===== config.mk =====
export PLATFORM = sky130hd
export DESIGN_NAME = axi_inst_sender
export DESIGN_NICKNAME = d
export VERILOG_FILES = /design/src/rtl/axi_pkg.sv /design/src/rtl/axi_beat_counter.sv /design/src/rtl/axi_inst_sender.sv
export SDC_FILE = /design/constraint.sdc
export NUM_CORES = 1
export LEC_CHECK = 0
export ABC_CLOCK_PERIOD_IN_PS = 3420
export CAP_MARGIN = 20
export CELL_PAD_IN_SITES_DETAIL_PLACEMENT = 1
export CELL_PAD_IN_SITES_GLOBAL_PLACEMENT = 1
export CORE_AREA = 2 2 209 211
export CTS_CLUSTER_SIZE = 20
export DETAILED_ROUTE_END_ITERATION = 10
export DIE_AREA = 0 0 211 213
export PLACE_DENSITY_LB_ADDON = 0.1
export SYNTH_ARGS = -nofsm -noshare
export SYNTH_HDL_FRONTEND = slang
export SYNTH_SLANG_ARGS = --single-unit

===== constraint.sdc =====
create_clock -name clk -period 3.42 [get_ports clk]
set_clock_uncertainty 0.2 [all_clocks]
set_input_delay 1.026 -clock clk [delete_from_list [all_inputs] [get_ports clk]]
set_output_delay 1.026 -clock clk [all_outputs]
set_load 0.05 [all_outputs]

===== src/rtl/axi_pkg.sv =====
// Shared AXI definitions for the instruction sender/receiver pair.
// Contents: burst and response encodings, the sender FSM state enum, and
// a helper that derives AxSIZE from a data-bus width in bits.
package axi_pkg;

  localparam logic [1:0] AXI_BURST_INCR  = 2'b01;

  localparam logic [1:0] AXI_RESP_OKAY   = 2'b00;
  localparam logic [1:0] AXI_RESP_EXOKAY = 2'b01;
  localparam logic [1:0] AXI_RESP_SLVERR = 2'b10;
  localparam logic [1:0] AXI_RESP_DECERR = 2'b11;

  typedef enum logic [2:0] {
    ST_IDLE,
    ST_WR_ADDR,
    ST_WR_DATA,
    ST_WR_RESP,
    ST_RD_ADDR,
    ST_RD_DATA,
    ST_DONE
  } state_e;

  // AxSIZE is log2 of the bytes per beat: 64-bit bus -> 8 bytes -> 3.
  function automatic logic [2:0] axi_size_from_width(input int unsigned width_bits);
    return 3'($clog2(width_bits / 8));
  endfunction

endpackage


===== src/rtl/axi_beat_counter.sv =====
// Beat counter for one AXI burst.
// Ports:
//   clk, rst    clock and synchronous active-low reset
//   load_i      capture len_i and restart the count at beat 0
//   len_i       burst length in AXI LEN encoding (beats minus 1)
//   inc_i       one data handshake happened this cycle
//   len_o       captured length, drives AxLEN
//   last_o      current beat is the final beat of the burst
module axi_beat_counter (
  input  logic       clk,
  input  logic       rst,
  input  logic       load_i,
  input  logic [7:0] len_i,
  input  logic       inc_i,
  output logic [7:0] len_o,
  output logic       last_o
);

  logic [7:0] count_q;
  logic [7:0] len_q;

  always_ff @(posedge clk) begin
    if (!rst) begin
      count_q <= '0;
      len_q   <= '0;
    end else if (load_i) begin
      count_q <= '0;
      len_q   <= len_i;
    end else if (inc_i && !last_o) begin
      // Holding at the final beat keeps len=255 from wrapping to 0.
      count_q <= count_q + 8'd1;
    end
  end

  assign len_o  = len_q;
  assign last_o = (count_q == len_q);

endmodule


===== src/rtl/axi_inst_sender.sv =====
// AXI4 full master feeding the instruction receiver's slave port.
// Takes one command at a time (write or read burst), streams write beats
// from src_* or read beats into snk_*, then pulses done with status.
// Ports:
//   clk, rst                 clock, synchronous active-low reset
//   cmd_*                    command handshake and fields (write, addr, len, id)
//   src_*                    write-beat stream into the W channel
//   snk_*                    read-beat stream out of the R channel
//   done, done_resp, done_err  one-cycle completion pulse with status
//   M_AXI_*                  AXI4 master AW/W/B/AR/R channels
module axi_inst_sender
  import axi_pkg::*;
#(
  parameter int DATA_WIDTH = 64,
  parameter int ADDR_WIDTH = 64,
  parameter int ID_WIDTH   = 4
) (
  input  logic                    clk,
  input  logic                    rst,

  input  logic                    cmd_valid,
  output logic                    cmd_ready,
  input  logic                    cmd_write,
  input  logic [ADDR_WIDTH-1:0]   cmd_addr,
  input  logic [7:0]              cmd_len,
  input  logic [ID_WIDTH-1:0]     cmd_id,

  input  logic [DATA_WIDTH-1:0]   src_data,
  input  logic                    src_valid,
  output logic                    src_ready,

  output logic [DATA_WIDTH-1:0]   snk_data,
  output logic                    snk_valid,
  input  logic                    snk_ready,
  output logic                    snk_last,

  output logic                    done,
  output logic [1:0]              done_resp,
  output logic                    done_err,

  output logic [ADDR_WIDTH-1:0]   M_AXI_AWADDR,
  output logic [ID_WIDTH-1:0]     M_AXI_AWID,
  output logic [7:0]              M_AXI_AWLEN,
  output logic [2:0]              M_AXI_AWSIZE,
  output logic [1:0]              M_AXI_AWBURST,
  output logic                    M_AXI_AWVALID,
  input  logic                    M_AXI_AWREADY,

  output logic [DATA_WIDTH-1:0]   M_AXI_WDATA,
  output logic [DATA_WIDTH/8-1:0] M_AXI_WSTRB,
  output logic                    M_AXI_WLAST,
  output logic                    M_AXI_WVALID,
  input  logic                    M_AXI_WREADY,

  input  logic [ID_WIDTH-1:0]     M_AXI_BID,
  input  logic [1:0]              M_AXI_BRESP,
  input  logic                    M_AXI_BVALID,
  output logic                    M_AXI_BREADY,

  output logic [ADDR_WIDTH-1:0]   M_AXI_ARADDR,
  output logic [ID_WIDTH-1:0]     M_AXI_ARID,
  output logic [7:0]              M_AXI_ARLEN,
  output logic [2:0]              M_AXI_ARSIZE,
  output logic [1:0]              M_AXI_ARBURST,
  output logic                    M_AXI_ARVALID,
  input  logic                    M_AXI_ARREADY,

  input  logic [ID_WIDTH-1:0]     M_AXI_RID,
  input  logic [DATA_WIDTH-1:0]   M_AXI_RDATA,
  input  logic [1:0]              M_AXI_RRESP,
  input  logic                    M_AXI_RLAST,
  input  logic                    M_AXI_RVALID,
  output logic                    M_AXI_RREADY
);

  localparam int         STRB_WIDTH = DATA_WIDTH / 8;
  localparam logic [2:0] BEAT_SIZE  = axi_size_from_width(DATA_WIDTH);

  state_e                state_q, state_d;
  logic [ADDR_WIDTH-1:0] addr_q, addr_d;
  logic [ID_WIDTH-1:0]   id_q, id_d;
  logic [1:0]            resp_q, resp_d;
  logic                  err_q, err_d;

  logic                  cnt_load;
  logic                  beat_fire;
  logic [7:0]            burst_len;
  logic                  beat_last;

  axi_beat_counter u_beat_counter (
    .clk    (clk),
    .rst    (rst),
    .load_i (cnt_load),
    .len_i  (cmd_len),
    .inc_i  (beat_fire),
    .len_o  (burst_len),
    .last_o (beat_last)
  );

  always_comb begin
    state_d       = state_q;
    addr_d        = addr_q;
    id_d          = id_q;
    resp_d        = resp_q;
    err_d         = err_q;
    cnt_load      = 1'b0;
    beat_fire     = 1'b0;
    cmd_ready     = 1'b0;
    M_AXI_AWVALID = 1'b0;
    M_AXI_ARVALID = 1'b0;
    M_AXI_WVALID  = 1'b0;
    src_ready     = 1'b0;
    M_AXI_BREADY  = 1'b0;
    M_AXI_RREADY  = 1'b0;
    snk_valid     = 1'b0;
    snk_last      = 1'b0;
    done          = 1'b0;

    unique case (state_q)
      ST_IDLE: begin
        // rst is active-low: no command is offered while reset is held.
        cmd_ready = rst;
        if (cmd_valid) begin
          cnt_load = 1'b1;
          addr_d   = cmd_addr;
          id_d     = cmd_id;
          resp_d   = AXI_RESP_OKAY;
          err_d    = 1'b0;
          state_d  = cmd_write ? ST_WR_ADDR : ST_RD_ADDR;
        end
      end

      ST_WR_ADDR: begin
        M_AXI_AWVALID = 1'b1;
        if (M_AXI_AWREADY) state_d = ST_WR_DATA;
      end

      ST_WR_DATA: begin
        M_AXI_WVALID = src_valid;
        src_ready    = M_AXI_WREADY;
        if (src_valid && M_AXI_WREADY) begin
          beat_fire = 1'b1;
          if (beat_last) state_d = ST_WR_RESP;
        end
      end

      ST_WR_RESP: begin
        M_AXI_BREADY = 1'b1;
        if (M_AXI_BVALID) begin
          resp_d  = M_AXI_BRESP;
          err_d   = (M_AXI_BID != id_q) || (M_AXI_BRESP != AXI_RESP_OKAY);
          state_d = ST_DONE;
        end
      end

      ST_RD_ADDR: begin
        M_AXI_ARVALID = 1'b1;
        if (M_AXI_ARREADY) state_d = ST_RD_DATA;
      end

      ST_RD_DATA: begin
        M_AXI_RREADY = snk_ready;
        snk_valid    = M_AXI_RVALID;
        snk_last     = M_AXI_RLAST;
        if (M_AXI_RVALID && snk_ready) begin
          beat_fire = 1'b1;
          resp_d    = resp_q | M_AXI_RRESP;
          // RLAST must appear on exactly the final counted beat.
          if ((M_AXI_RID != id_q) || (M_AXI_RLAST != beat_last)) err_d = 1'b1;
          if (beat_last) state_d = ST_DONE;
        end
      end

      ST_DONE: begin
        done    = 1'b1;
        state_d = ST_IDLE;
      end

      default: state_d = ST_IDLE;
    endcase
  end

  always_ff @(posedge clk) begin
    if (!rst) begin
      state_q <= ST_IDLE;
      addr_q  <= '0;
      id_q    <= '0;
      resp_q  <= AXI_RESP_OKAY;
      err_q   <= 1'b0;
    end else begin
      state_q <= state_d;
      addr_q  <= addr_d;
      id_q    <= id_d;
      resp_q  <= resp_d;
      err_q   <= err_d;
    end
  end

  // Address-channel fields come from registers so they hold until the handshake.
  assign M_AXI_AWADDR  = addr_q;
  assign M_AXI_AWID    = id_q;
  assign M_AXI_AWLEN   = burst_len;
  assign M_AXI_AWSIZE  = BEAT_SIZE;
  assign M_AXI_AWBURST = AXI_BURST_INCR;

  assign M_AXI_ARADDR  = addr_q;
  assign M_AXI_ARID    = id_q;
  assign M_AXI_ARLEN   = burst_len;
  assign M_AXI_ARSIZE  = BEAT_SIZE;
  assign M_AXI_ARBURST = AXI_BURST_INCR;

  assign M_AXI_WDATA   = src_data;
  assign M_AXI_WSTRB   = {STRB_WIDTH{1'b1}};
  assign M_AXI_WLAST   = beat_last;

  assign snk_data      = M_AXI_RDATA;

  // Status is only presented alongside the done pulse.
  assign done_resp     = done ? resp_q : AXI_RESP_OKAY;
  assign done_err      = done & err_q;

endmodule


==> impl_metrics.json <==
{
  "dpl.hpwl_mm": 16.6,
  "mostFrequentLayoutCells": "clkdlybuf4s50_1, nand2_1, dfxtp_1",
  "drive_above_1_share": 0.0611,
  "drv_slew": 0,
  "worstSetupPathType": "flip-flop to output port",
  "top_layer_used": "met5",
  "holdWs_ps": 259,
  "timing.final.crit_period_ps": 3260,
  "area_delta_synth_final_pct": 38.6,
  "vias": 4394,
  "io_buffers": 265,
  "r2r_start": "state_q[1]",
  "synth_cell_types": 39,
  "fill_cells": 4998,
  "cts_resized": 0,
  "synth_edf_count": 0,
  "grt_setup_unrepaired": "false",
  "start_kind": "flip-flop",
  "wl_met2_mm": 10.4,
  "antenna_left": 0,
  "grt_overflow": 0,
  "setup_viol": 0,
  "path_max_fanout": 13,
  "cts_setup_buffers": 0,
  "start_util": 0.130,
  "seq_area_frac_synth": 0.326,
  "period_share": 0.953,
  "place.gp.congestion": 0.672,
  "dieArea_sq_um": 44900,
  "cts.clk_slew.worst_paths_ps": 60,
  "vdd_drop_max_uv": 186,
  "wl_met3_mm": 1.56,
  "wl_per_cell_microns": 16.8,
  "cts_buffer_depth": 2,
  "ios": 540,
  "cp.arrival_ps": 2030,
  "grt_pass1_wl_mm": 31.6,
  "required_ps": 2190,
  "fin_tns_setup_ps": 0,
  "antenna_found_initial": 1,
  "die_x_microns": 211,
  "viasPerCell": 3.38,
  "layout_commonest_cell": "clkdlybuf4s50_1",
  "holdBufCountCts": 0,
  "hold_depth": 2,
  "hold_start": "err_q",
  "slew_headroom": 0.610,
  "worstMarginPinSlew_ps": 584,
  "met1_length_mm": 8.88,
  "htreeDepth": 3,
  "maxCapViolCount": 0,
  "synth-main-ff-cell": "dfxtp_1",
  "drcViolationCount": 0,
  "routed_wl_mm": 21.8,
  "synthArstFlopShare": 0,
  "rows": 76,
  "status": "complete, no violations",
  "fmax_mhz": 307,
  "syn_avg_cell_area_sq_um": 7.93,
  "yosys_warnings": 0,
  "cts_made_buffers": 9,
  "cts.sinks": 90,
  "syn_inst": 698,
  "leakage_nw": 2.67,
  "hold_viol_final": 0,
  "dp.cells": 1284,
  "worst_slack_ps": 159,
  "fin_cells": 1299,
  "cts_root_buffer": "clkbuf_16",
  "hp-class": "flip-flop to flip-flop",
  "ys_ff_latch": 90,
  "nets": 978,
  "grt_use_total": 0.0962,
  "crit_start": "state_q[1]",
  "final_core_utilization": 0.180,
  "clock_latency_ps": 360,
  "antenna_cells": 0,
  "grt_max_degree": 50,
  "syn-cell-area_sq_um": 5530,
  "powerDensity_nw_per_um2": 777,
  "tritoncts": "done",
  "first_iter_violations": 114,
  "fp.coreArea_sq_um": 42700,
  "drt_pre_antenna_iters": 4,
  "pre_cts_slack_ps": 306,
  "die_h_microns": 213,
  "r2r_cells": 7,
  "grt_pass1_vias": 4852,
  "end_kind": "output port"
}
==> synth_stat cells, types with 2 or more instances <==
master,instances,area share
xor2_1,8,0.013
o21ai_1,3,0.0027
or3_1,2,0.0023
and2_1,9,0.010
buf_4,222,0.30
nor3_1,6,0.0054
inv_1,3,0.0020
clkbuf_1,22,0.015
conb_1,2,0.0014
nand4_1,6,0.0068
nand2_1,165,0.11
buf_2,9,0.0081
dfxtp_1,90,0.33
a21oi_1,3,0.0027
o21ai_0,2,0.0018
nand3_1,7,0.0063
nor2_1,20,0.014
o221a_2,2,0.0041
xnor2_1,16,0.025
o21a_1,2,0.0027
and3_1,5,0.0057
a21boi_0,76,0.10
o22ai_1,2,0.0023
==> flip-flops by register name, summed over array words and instances, names as in the netlist <==
register                cells
M_AXI_ARADDR               64
u_beat_counter.count_q      8
u_beat_counter.len_o        8
M_AXI_ARID                  4
state_q                     3
resp_q                      2
err_q                       1
==> final timing paths <==
kind	endpoint	slack [ps]
hold reg to reg	err_q	260
setup / recovery	done	160
setup reg to reg	u_beat_counter.count_q[7]	1040
hold / removal	err_q	260
==> worst max-delay path, stage by stage, from the launching register on <==
cell,delay [ps]
dfxtp_1,570
and3_1,280
clkdlybuf4s50_1,820
==> power breakdown <==
part / internal (mW) / switching (mW) / total [mW] / leakage, nW
clock network: 0.785 / 0.472 / 1.26 / 0.169
registers: 1.25 / 0.215 / 1.46 / 0.737
logic: 1.05 / 2.18 / 3.23 / 1.76
total: 3.09 / 2.87 / 5.95 / 2.67
==> cell families (layout without fill, tap and decap cells) <==
group / count (synthesis) / count (layout) / synth area share
flops: 90 / 90 / 0.326
simple gates: 226 / 226 / 0.171
xor+xnor: 25 / 25 / 0.0409
mux: 1 / 1 / 0.00181
other cells: 2 / 18 / 0.00136
buf+inv: 257 / 296 / 0.328
compound gates: 96 / 96 / 0.129
fa+ha+maj: 1 / 1 / 0.00226
==> metrics by stage <==
stage / area, sq um / total power, mW
3_5_place_dp: 7310 / 4.82
6_report: 7670 / 5.95
2_1_floorplan: 5590 / 4.12
4_1_cts: 7670 / 6.16
3_3_place_gp: 7310 / 4.83
5_1_grt: 7670 / 6.32
==> layout make-up <==
| class | count | area [sq um] | share of cell area |
|---|---|---|---|
| timing repair buffer | 278 | 2830 | 0.369 |
| multi-input combinational | 367 | 1990 | 0.259 |
| sequential | 90 | 1800 | 0.235 |
| tap | 546 | 683 | 0.0891 |
| clock buffer | 10 | 229 | 0.0299 |
| clock inverter | 5 | 128 | 0.0166 |
| inverter | 3 | 11.3 | 0.00147 |
==> layer usage <==
| metal | track usage | vias up |
|---|---|---|
| li1 | - | 2085 |
| met1 | 0.111 | 2026 |
| met2 | 0.155 | 229 |
| met3 | 0.0302 | 52 |
| met4 | 0.0590 | 2 |
| met5 | 0.00890 | - |
Note: power is estimated with default switching activity, not from simulation.
